==> src/rtl/mem_access_ctrl.sv <==
// ---------------------------------------------------------------------------
// mem_access_ctrl
//
// Load/store sequencer between the CPU MEM stage and the data-memory bus.
// Accepts one byte/halfword/word access, rejects misaligned ones without
// touching the bus, otherwise issues a word-aligned bus request with byte
// enables and lane-positioned store data, waits for the acknowledge (or a
// timeout) and returns zero/sign-extended load data. The pipeline is stalled
// for as long as a request is pending and not yet completed.
//
// Parameters
//   TIMEOUT_CYCLES  max request cycles without ack before abort (0 = never)
//
// Ports
//   Clk_I        clock, rising edge
//   Rst_N_I      synchronous active-low reset
//   Req_I        CPU access request, held with operands until Done_O
//   We_I         1 = store, 0 = load
//   Size_I       `EXT_M_8BIT / `EXT_M_16BIT / anything else = word
//   Signed_I     sign-extend byte/half loads
//   Addr_I       byte address
//   WData_I      right-justified store data
//   RData_O      registered extended load data
//   Done_O       one-cycle completion pulse
//   AdErr_O      misalignment flag (with Done_O)
//   BusErr_O     timeout flag (with Done_O)
//   Stall_O      Req_I & ~Done_O
//   Mem_Req_O    bus request
//   Mem_We_O     bus write
//   Mem_Addr_O   word-aligned bus address
//   Mem_Be_O     byte enables
//   Mem_WData_O  lane-positioned store data
//   Mem_RData_I  bus read data, valid with Mem_Ack_I
//   Mem_Ack_I    bus acknowledge
// ---------------------------------------------------------------------------

`ifndef EXT_M_8BIT
`define EXT_M_8BIT 2'b00
`endif
`ifndef EXT_M_16BIT
`define EXT_M_16BIT 2'b01
`endif

module mem_access_ctrl #(
    parameter int unsigned TIMEOUT_CYCLES = 255
) (
    input  logic        Clk_I,
    input  logic        Rst_N_I,
    input  logic        Req_I,
    input  logic        We_I,
    input  logic [1:0]  Size_I,
    input  logic        Signed_I,
    input  logic [31:0] Addr_I,
    input  logic [31:0] WData_I,
    output logic [31:0] RData_O,
    output logic        Done_O,
    output logic        AdErr_O,
    output logic        BusErr_O,
    output logic        Stall_O,
    output logic        Mem_Req_O,
    output logic        Mem_We_O,
    output logic [31:0] Mem_Addr_O,
    output logic [3:0]  Mem_Be_O,
    output logic [31:0] Mem_WData_O,
    input  logic [31:0] Mem_RData_I,
    input  logic        Mem_Ack_I
);

    typedef enum logic [1:0] {
        IDLE   = 2'd0,
        ACCESS = 2'd1,
        DONE   = 2'd2
    } state_t;

    // The wait counter is compared against the last legal wait count, so a
    // timeout of N cycles keeps the request up for exactly N cycles.
    localparam bit          TIMEOUT_ON = (TIMEOUT_CYCLES != 0);
    localparam logic [15:0] TIMEOUT_LAST =
        (TIMEOUT_CYCLES == 0) ? 16'd0 : 16'(TIMEOUT_CYCLES - 1);

    state_t      state, state_nxt;

    logic        lat_we;
    logic [1:0]  lat_size;
    logic        lat_signed;
    logic [1:0]  lat_a;
    logic        ad_err_q;
    logic        bus_err_q;
    logic [15:0] wait_cnt;
    logic [31:0] rdata_q;
    logic        mem_we_q;
    logic [31:0] mem_addr_q;
    logic [3:0]  mem_be_q;
    logic [31:0] mem_wdata_q;

    logic        in_is_byte, in_is_half, in_misaligned;
    logic [3:0]  be_in;
    logic [31:0] wdata_in;
    logic [31:0] load_ext;
    logic [31:0] lane_shifted;
    logic        timed_out;

    assign in_is_byte    = (Size_I == `EXT_M_8BIT);
    assign in_is_half    = (Size_I == `EXT_M_16BIT);
    assign in_misaligned = (in_is_half & Addr_I[0]) |
                           (~in_is_byte & ~in_is_half & (|Addr_I[1:0]));

    assign timed_out = TIMEOUT_ON && (wait_cnt == TIMEOUT_LAST);

    // Byte enables and store data are computed from the live CPU operands so
    // they can be loaded into the bus registers on the accepting edge.
    always_comb begin
        be_in    = 4'b1111;
        wdata_in = WData_I;
        if (in_is_byte) begin
            be_in    = 4'b0001 << Addr_I[1:0];
            wdata_in = {24'h0, WData_I[7:0]} << {Addr_I[1:0], 3'b000};
        end else if (in_is_half) begin
            be_in    = Addr_I[1] ? 4'b1100 : 4'b0011;
            wdata_in = Addr_I[1] ? {WData_I[15:0], 16'h0}
                                 : {16'h0, WData_I[15:0]};
        end
    end

    // Load extraction works on the latched size/offset because Mem_RData_I
    // only arrives while in ACCESS.
    assign lane_shifted = Mem_RData_I >> {lat_a, 3'b000};

    always_comb begin
        load_ext = Mem_RData_I;
        if (lat_size == `EXT_M_8BIT) begin
            load_ext = {{24{lat_signed & lane_shifted[7]}}, lane_shifted[7:0]};
        end else if (lat_size == `EXT_M_16BIT) begin
            load_ext = {{16{lat_signed & lane_shifted[15]}}, lane_shifted[15:0]};
        end
    end

    // State register.
    always_ff @(posedge Clk_I) begin
        if (!Rst_N_I) begin
            state <= IDLE;
        end else begin
            state <= state_nxt;
        end
    end

    // Next-state logic. A misaligned request skips the bus entirely; an ack
    // in the final allowed cycle takes priority over the timeout.
    always_comb begin
        state_nxt = state;
        unique case (state)
            IDLE: begin
                if (Req_I) begin
                    state_nxt = in_misaligned ? DONE : ACCESS;
                end
            end
            ACCESS: begin
                if (Mem_Ack_I || timed_out) begin
                    state_nxt = DONE;
                end
            end
            DONE: begin
                state_nxt = IDLE;
            end
            default: begin
                state_nxt = IDLE;
            end
        endcase
    end

    // Operand latching, bus registers, wait counter, error flags and load
    // data capture. Bus registers are only reloaded for an aligned accept so
    // they stay stable for the whole ACCESS state.
    always_ff @(posedge Clk_I) begin
        if (!Rst_N_I) begin
            lat_we      <= 1'b0;
            lat_size    <= 2'b00;
            lat_signed  <= 1'b0;
            lat_a       <= 2'b00;
            ad_err_q    <= 1'b0;
            bus_err_q   <= 1'b0;
            wait_cnt    <= 16'd0;
            rdata_q     <= 32'h0;
            mem_we_q    <= 1'b0;
            mem_addr_q  <= 32'h0;
            mem_be_q    <= 4'b0000;
            mem_wdata_q <= 32'h0;
        end else begin
            unique case (state)
                IDLE: begin
                    if (Req_I) begin
                        lat_we     <= We_I;
                        lat_size   <= Size_I;
                        lat_signed <= Signed_I;
                        lat_a      <= Addr_I[1:0];
                        ad_err_q   <= in_misaligned;
                        bus_err_q  <= 1'b0;
                        wait_cnt   <= 16'd0;
                        if (!in_misaligned) begin
                            mem_we_q    <= We_I;
                            mem_addr_q  <= {Addr_I[31:2], 2'b00};
                            mem_be_q    <= be_in;
                            mem_wdata_q <= wdata_in;
                        end
                    end
                end
                ACCESS: begin
                    if (Mem_Ack_I) begin
                        if (!lat_we) begin
                            rdata_q <= load_ext;
                        end
                    end else if (timed_out) begin
                        bus_err_q <= 1'b1;
                    end else begin
                        wait_cnt <= wait_cnt + 16'd1;
                    end
                end
                default: begin
                end
            endcase
        end
    end

    assign Done_O      = (state == DONE);
    assign AdErr_O     = Done_O & ad_err_q;
    assign BusErr_O    = Done_O & bus_err_q;
    assign Stall_O     = Req_I & ~Done_O;
    assign Mem_Req_O   = (state == ACCESS);
    assign Mem_We_O    = mem_we_q;
    assign Mem_Addr_O  = mem_addr_q;
    assign Mem_Be_O    = mem_be_q;
    assign Mem_WData_O = mem_wdata_q;
    assign RData_O     = rdata_q;

endmodule

==> config.mk <==
export PLATFORM = sky130hd
export DESIGN_NAME = mem_access_ctrl
export DESIGN_NICKNAME = d
export VERILOG_FILES = /design/src/rtl/mem_access_ctrl.sv
export SDC_FILE = /design/constraint.sdc
export NUM_CORES = 1
export LEC_CHECK = 0
export ABC_AREA = 1
export CORE_ASPECT_RATIO = 0.75
export CORE_MARGIN = 10
export CORE_UTILIZATION = 38
export CTS_CLUSTER_DIAMETER = 40
export DETAILED_ROUTE_END_ITERATION = 16
export PLACE_DENSITY = 0.73
export SETUP_SLACK_MARGIN = 0.3
export SLEW_MARGIN = 20
export SYNTH_ARGS = -nofsm -noshare
export SYNTH_HDL_FRONTEND = slang
export SYNTH_SLANG_ARGS = --single-unit
==> constraint.sdc <==
create_clock -name Clk_I -period 1.4 [get_ports Clk_I]
set_input_delay 0.35 -clock Clk_I [delete_from_list [all_inputs] [get_ports Clk_I]]
set_output_delay 0.35 -clock Clk_I [all_outputs]
set_load 0.02 [all_outputs]
After elaboration in Yosys (flattened, before gate mapping)
Index checks and enable logic that the tools add are counted.
- bits in registers: 125
- logic and storage cells: 73
- output and inout bits: 106
- bitwise operators: 14
- equality and inequality tests: 10
- multiplexer cells: 20
- reduce and logical (&&, ||, !) cells: 12
- $add $sub $neg: 1
- shifts and indexed selects: 3
- operators by type and width (operator ; count):
    32-bit 2-to-1 mux ; 5
    16-bit 2-to-1 mux ; 3
    16-bit one-hot mux with 2 select lines ; 1
    8-bit by 5-bit << shifter with 32-bit output ; 1
    32-bit by 5-bit >> shifter with 16-bit output ; 1
    16-bit by 1-bit adder with 16-bit output (second input constant) ; 1
    16-bit by 8-bit equality test with 1-bit output (second input constant) ; 1
    4-bit 2-to-1 mux ; 3
    1-bit AND ; 8
    4-bit AND reduction ; 2
    2-bit by 1-bit equality test with 1-bit output (second input constant) ; 3
    2-bit logical NOT ; 3
    2-bit 2-to-1 mux ; 3
    2-bit inequality test (second input constant) ; 3
    3-bit AND reduction ; 2
    1-bit NOT ; 5
    2-bit by 1-bit inequality test with 1-bit output (second input constant) ; 2
    2-bit one-hot mux with 2 select lines ; 1
    2-bit AND reduction ; 2
    1-bit by 2-bit << shifter with 4-bit output (first input constant) ; 1
    1-bit 2-to-1 mux ; 3
    2-bit equality test (second input constant) ; 1
    1-bit one-hot mux with 2 select lines ; 1
    2-bit nonzero test ; 1
    other kinds (3) ; 3

Depth between registers and ports, before layout
Gate-level depths: netlist of run 1.
- word-level depth: 8
- mapped depth: 10
- depth with buffers taken out: 10

Least setup slack after synthesis of run 1
No wires, ideal clock.
- kind: register to output
- from: reg state[1]
- to: out AdErr_O
- slack: -0.201 ns
- arrival: 1.251 ns
- data required time: 1.050 ns
- stages on the path, launching flop included: 5
- path buffers: 0
- cells stage by stage: dfxtp_1 > inv_1 > nor2_1 > inv_1 > nor2_1
- longest elaborated chain between the ends: 2
- ends and longest elaborated chain (what ; line ; text):
    from (decl) ; 81 ; state_t state, state_nxt;
    from (signal assigned) ; 143 ; state <= state_nxt;
    2-bit equality test ; 224 ; assign Done_O = (state == DONE);
    named net Done_O ; 56 ; output logic Done_O,
    1-bit AND ; 225 ; assign AdErr_O = Done_O & ad_err_q;
    to (decl) ; 57 ; output logic AdErr_O,
The timed path passes the listed nets, and every way through them passes these cells.

Final worst setup path of run 1
- from: reg state[0]
- to: out Mem_Req_O
- longest elaborated chain between the ends: 1
- ends and longest elaborated chain (what ; line ; text):
    2-bit by 1-bit equality test with 1-bit output ; 228 ; assign Mem_Req_O = (state == ACCESS);
    to (decl) ; 60 ; output logic Mem_Req_O,
No other way between the ends.

==> results of run 1 <==
-- sequential cells by signal (all words and copies together), names as in the netlist, 2 cells and up --
name         flops
Mem_Be_O         4
Mem_WData_O     32
lat_size         2
wait_cnt        16
state            2
lat_a            2
RData_O         32
Mem_Addr_O      30
-- routing by layer --
| layer | routed length (um) | GRT usage (%) | vias to the layer above |
|---|---|---|---|
| met1 | 10700 | 27.1 | 3393 |
| met3 | 2430 | 7.09 | 55 |
| met4 | 691 | 7.81 | 0 |
| met5 | 0 | 0 | - |
| li1 | - | - | 3467 |
| met2 | 11900 | 33.8 | 377 |
-- timing repair --
| item | CTS | global route |
|---|---|---|
| cloned | 6 | 10 |
| setup endpoints to repair | 229 | 229 |
| pin swaps | 33 | 15 |
| resized for setup | 832 | 137 |
| buffers inserted | 11 | 18 |
-- worst register-to-register path, cell delays in order, from the launching register on --
cell and delay, ns:
dfxtp_2 0.32, buf_4 0.16, nor2_8 0.12, buf_6 0.13, nand2_4 0.06, nor2_4 0.16
buf_6 0.14, nand2_8 0.07, clkbuf_16 0.18, nor2_2 0.09, nor2_1 0.05
-- metrics by stage --
step | cells | area, um^2
2_1_floorplan | 855 | 6070
3_3_place_gp | 1313 | 8860
3_5_place_dp | 1313 | 8860
4_1_cts | 1362 | 10200
5_1_grt | 1390 | 11000
6_report | 1391 | 11000
-- where the power goes --
part	internal, mW	total [mW]	leakage (nW)	switching [mW]
Sequential	3.83	4.02	1.07	0.185
Clock	2.66	4.42	0.286	1.76
Combinational	1.47	2.99	3.32	1.52
-- cells by family after synthesis --
kind of cell	count (synthesis)	synth area share [%]
and+or+nand+nor	374	26.2
AOI/OAI and AO/OA	234	21.5
DFF	125	42.4
buffers and inverters	111	8.32
xor gates and xnor gates	7	1.04
adders and majority gates	2	0.424
other	1	0.0636
-- worst max-delay path by stage --
stage	slack, ns	to	depth (start not counted)	start
final	-0.20	Mem_Req_O	5	state[0]
after floorplan	0.05	RData_O[23]	8	state[0]
after detailed placement	-0.68	wait_cnt[13]	10	Req_I
after CTS	-0.15	AdErr_O	4	state[0]
after global routing	-0.25	RData_O[13]	12	state[0]
after global placement	-0.66	wait_cnt[13]	10	Req_I
-- layout by cell type (no fill, tap or decap), drive strengths merged, types with 3 or more instances in the layout --
master and n:
a21oi 64, a221oi 8, a41oi 8, buf 235, clkbuf 26, clkdlybuf4s50 98
clkinv 12, clkinvlp 3, dfxtp 125, inv 59, nand2 146, nand3 35
nand4 6, nor2 185, nor3 4, o211ai 7, o21ai 141, o21bai 3
xor2 5
-- cell type report --
class | count | area, um^2
Antenna cell | 1 | 2.50
Inverter | 61 | 285
Sequential cell | 125 | 2650
Clock inverter | 14 | 145
Fill cell | 1126 | 4200
Multi-Input combinational cell | 621 | 3560
Timing Repair inverter | 1 | 8.76
Clock buffer | 18 | 439
Tap cell | 205 | 256
Timing Repair Buffer | 345 | 3680
==> impl_metrics.yaml, run 1 <==
die:
  start_util_pct: 38.7
  die_x_um: 164
  core_area_um2: 15200
  rows: 39
  ios: 210
  dieArea_um2: 20900
  die_h_um: 128
yosys:
  ys_seq_elements: 125
  synth_largest_area_cell: "dfxtp_1"
  synth-edff-count: 0
  synth.most_common_cell: "nor2_1"
  synth_ff_type: "dfxtp_1"
  synth_common_cells: "nor2_1 (180), nand2_1 (140), o21ai_0 (132)"
  synth_cell_type_count: 38
  syn-cell-area_um2: 5900
  syn_inst: 854
  seq_area_frac_synth_pct: 42.4
  synth_area_leaders: "dfxtp_1 (42%), nor2_1 (11%), o21ai_0 (11%)"
  synth_top_area_share_pct: 42.4
  synthArstFlopShare_pct: 0
  syn-mean-instance-area_um2: 6.90
  synth-warning-count: 0
clock_tree:
  clock_path_buffers: 2
  cts_buffers: 17
  hold_buffers: 0
  worstSkewPairLatency_ns: 0.43
  path_clk_slew_ns: 0.06
  cts_sinks: 125
  cts_tree: "built"
  ctsRootBufferMaster: "clkbuf_16"
  htree_levels: 4
worst_setup_path:
  reg2reg_from: "state[1]"
  worst-path-buf-inv: 4
  start_kind: "flip-flop"
  r2r_end: "RData_O[19]"
  reg2regPathDepth: 10
  cpPeakStageDelay_ns: 0.36
  cp_common_cell: "buf_6"
  crit_required_ns: 1.05
  worstPathArrival_ns: 1.25
  crit_family: "buffers and inverters"
  crit_path_max_fanout: 3
  timing_worst_setup_path_type: "reg -> out"
  cpMaxStageDelayCell: "dfxtp_4"
  path_cells: "buf_6 > inv_4 > nor2_8 > buf_4 > buf_6"
  end_kind: "primary output"
  reg2reg_setup_slack_ns: -0.19
placement:
  pre_cts_slack_ns: -0.681
  numPortBuffers: 207
  gp_congestion: 0.897
  dp_hpwl_um: 15800
detailed_routing:
  firstDrtPassIters: 5
  drc: 0
  wirelength_um: 25700
  viasPerCell: 5.24
  routedWlPerCell_um: 18.5
  vias: 7292
  ant_nets: 0
  drt_iter0_drc: 601
run_status:
  status: "complete, but fails checks"
  violations: "negative setup slack"
pwr:
  p_leak_nw: 4.68
  power.total_mw: 11.4
  vdd_drop_max_v: 0.000836
  power.density_nw_per_um2: 1040
sta:
  slew_violations: 0
  fmax_mhz: 624
  whs_ns: 0.381
  finalSetupTns_ns: -12.23
  hold_viol: 0
  final.setup_skew_ns: 0.00762
  setup_viol: 126
  setup_slack_ns: -0.203
  rsz0062_at_grt: "true"
  fin_crit_sh_pct: 115
  fin_crit_ns: 1.60
global_route:
  grt_pass1_vias: 6950
  grt_pass1_wl_um: 36600
  overflow: 0
  grt_usage_pct: 21.6
  grt_max_degree: 38
  grt_antenna_before_repair: 0
worst_hold_path:
  min_path_type: "in -> reg"
  whs_path_depth: 3
  holdCritStartpoint: "Rst_N_I"
  min_to: "ad_err_q"
finish:
  post-route-util_pct: 72.4
  num-nets-final: 1278
  syn_to_final_growth_pct: 87.0
  drive_gt1_share_pct: 45.2
run:
  drv_cap: 0
Power figures use the tool's default switching activity.
==> run 2: changes to the inputs <==
--- a/config.mk
+++ b/config.mk
@@ -6,13 +6,16 @@
 export NUM_CORES = 1
 export LEC_CHECK = 0
 export ABC_AREA = 1
+export CAP_MARGIN = 20
 export CORE_ASPECT_RATIO = 0.75
 export CORE_MARGIN = 10
 export CORE_UTILIZATION = 38
 export CTS_CLUSTER_DIAMETER = 40
 export DETAILED_ROUTE_END_ITERATION = 16
 export PLACE_DENSITY = 0.73
+export REMOVE_ABC_BUFFERS = 1
 export SETUP_SLACK_MARGIN = 0.3
+export SKIP_LAST_GASP = 1
 export SLEW_MARGIN = 20
 export SYNTH_ARGS = -nofsm -noshare
 export SYNTH_HDL_FRONTEND = slang
==> impl_metrics.yaml, run 2 (synthesized netlist as in run 1, its figures left out) <==
detailed_routing:
  drt_iter0_drc: 508
  ant_nets: 0
  vias: 7418
  wirelength_um: 26300
  firstDrtPassIters: 5
  routedWlPerCell_um: 18.6
  viasPerCell: 5.24
  drc: 0
placement:
  placed_area_um2: 8880
  dp_cells: 1321
  gp_congestion: 0.924
  numPortBuffers: 207
  dp_hpwl_um: 16300
worst_setup_path:
  crit_start: "state[1]"
  setup.worst_path.end: "Mem_WData_O[12]"
  start_kind: "flip-flop"
  timing_worst_setup_path_type: "reg -> reg"
  worstPathArrival_ns: 1.91
  end_kind: "flip-flop"
  crit_required_ns: 1.70
  reg2regPathDepth: 9
  reg2reg_setup_slack_ns: -0.21
  reg2reg_from: "state[1]"
  r2r_end: "Mem_WData_O[12]"
  crit_path_max_fanout: 6
finish:
  final_area_um2: 11300
  drive_gt1_share_pct: 46.4
  mostFrequentLayoutCell: "nor2_1"
  layoutNonFillerInstCount: 1417
  syn_to_final_growth_pct: 91.6
  final_cell_mix: "nor2_1 (134), nand2_1 (126), buf_6 (119), buf_4 (113), clkdlybuf4s50_1 (98)"
  num-nets-final: 1304
  post-route-util_pct: 74.2
die:
  dieArea_um2: 20900
  core_area_um2: 15200
  rows: 39
  start_util_pct: 38.7
  die_h_um: 128
  ios: 210
  die_x_um: 164
sta:
  hold_viol: 0
  final.setup_skew_ns: 0.00983
  slew_violations: 0
  setup_slack_ns: -0.213
  fmax_mhz: 620
  fin_crit_ns: 1.61
  max-slew-margin-rel_pct: 54.7
  tightest_slew_ns: 0.680
  rsz0062_at_grt: "true"
  setup_viol: 122
  fin_crit_sh_pct: 115
clock_tree:
  clock_path_buffers: 2
  htree_levels: 4
  cts_buffers: 17
  path_clk_slew_ns: 0.06
  hold_buffers: 0
  cts_sinks: 125
  cts_tree: "built"
  worstSkewPairLatency_ns: 0.42
  ctsRootBufferMaster: "clkbuf_16"
global_route:
  grt_pass1_wl_um: 36000
  grt_pass1_vias: 6802
  overflow: 0
  grt_usage_pct: 21.4
  grt_antenna_before_repair: 1
  grt_max_degree: 44
run_status:
  status: "complete, but fails checks"
  violations: "negative setup slack"
pwr:
  p_leak_nw: 4.87
  vdd_drop_max_v: 0.000889
  power.density_nw_per_um2: 1020
  power.total_mw: 11.6
worst_hold_path:
  min_path_type: "in -> reg"
run:
  drv_cap: 0
==> run 2: through the flow <==
stage | setup WS, ns | hold WS (ns) | setup TNS, ns
after detailed placement | -0.629 | 0.473 | -58.55
after global routing | -0.264 | 0.325 | -20.65
after floorplan | -1.32 | 0.432 | -83.99
after CTS | -0.192 | 0.346 | -9.63
after global placement | -0.568 | 0.460 | -53.75
final | -0.213 | 0.328 | -10.82
==> run 2: layout make-up <==
cell class | count | area (um^2)
sequential | 125 | 2650
clock buffer | 17 | 425
antenna | 1 | 2.50
clock inverter | 15 | 161
multi-input combinational | 620 | 3540
tap | 205 | 256
timing repair buffer | 373 | 4020
inverter | 61 | 249
fill | 1081 | 3930
==> run 2: per-layer routing <==
metal | vias up | part of all wire, % | GRT usage (%)
met5 | - | 0 | 0
met4 | 0 | 1.9 | 4.61
met3 | 46 | 12 | 9.34
met2 | 380 | 46 | 33.5
met1 | 3475 | 40 | 26.6
li1 | 3517 | - | -
==> run 2: worst min-delay path by stage <==
stage | from | endpoint | depth (start not counted)
floorplan | bus_err_q | bus_err_q | 2
global placement | Mem_Addr_O[25] | Mem_Addr_O[25] | 2
detailed placement | Mem_Addr_O[4] | Mem_Addr_O[4] | 2
CTS | Rst_N_I | Mem_Be_O[3] | 4
global route | Rst_N_I | RData_O[7] | 4
finish | Rst_N_I | RData_O[7] | 4
==> run 2: where the power goes <==
group          leakage, nW  switching, mW  total [mW]  internal [mW]
Clock                0.288           1.79        4.44           2.64
Sequential            1.07          0.196        4.03           3.83
Combinational         3.51           1.54        3.10           1.56
Total                 4.87           3.52        11.6           8.04
==> run 2: what timing repair did <==
action / 4_1_cts / 5_1_grt
gates cloned: 6 / 12
gates resized for setup: 773 / 231
setup endpoints to repair: 229 / 229
pin swaps: 18 / 68
buffers inserted: 10 / 35
==> run 2: critical path, stage by stage (launching register included) <==
cell and delay (ns):
dfxtp_2 0.34, buf_6 0.12, nor3_2 0.04, buf_4 0.15, nand2_8 0.11, clkinv_8 0.08, buf_12 0.15, buf_12 0.12
o21ai_0 0.31, a21oi_2 0.06
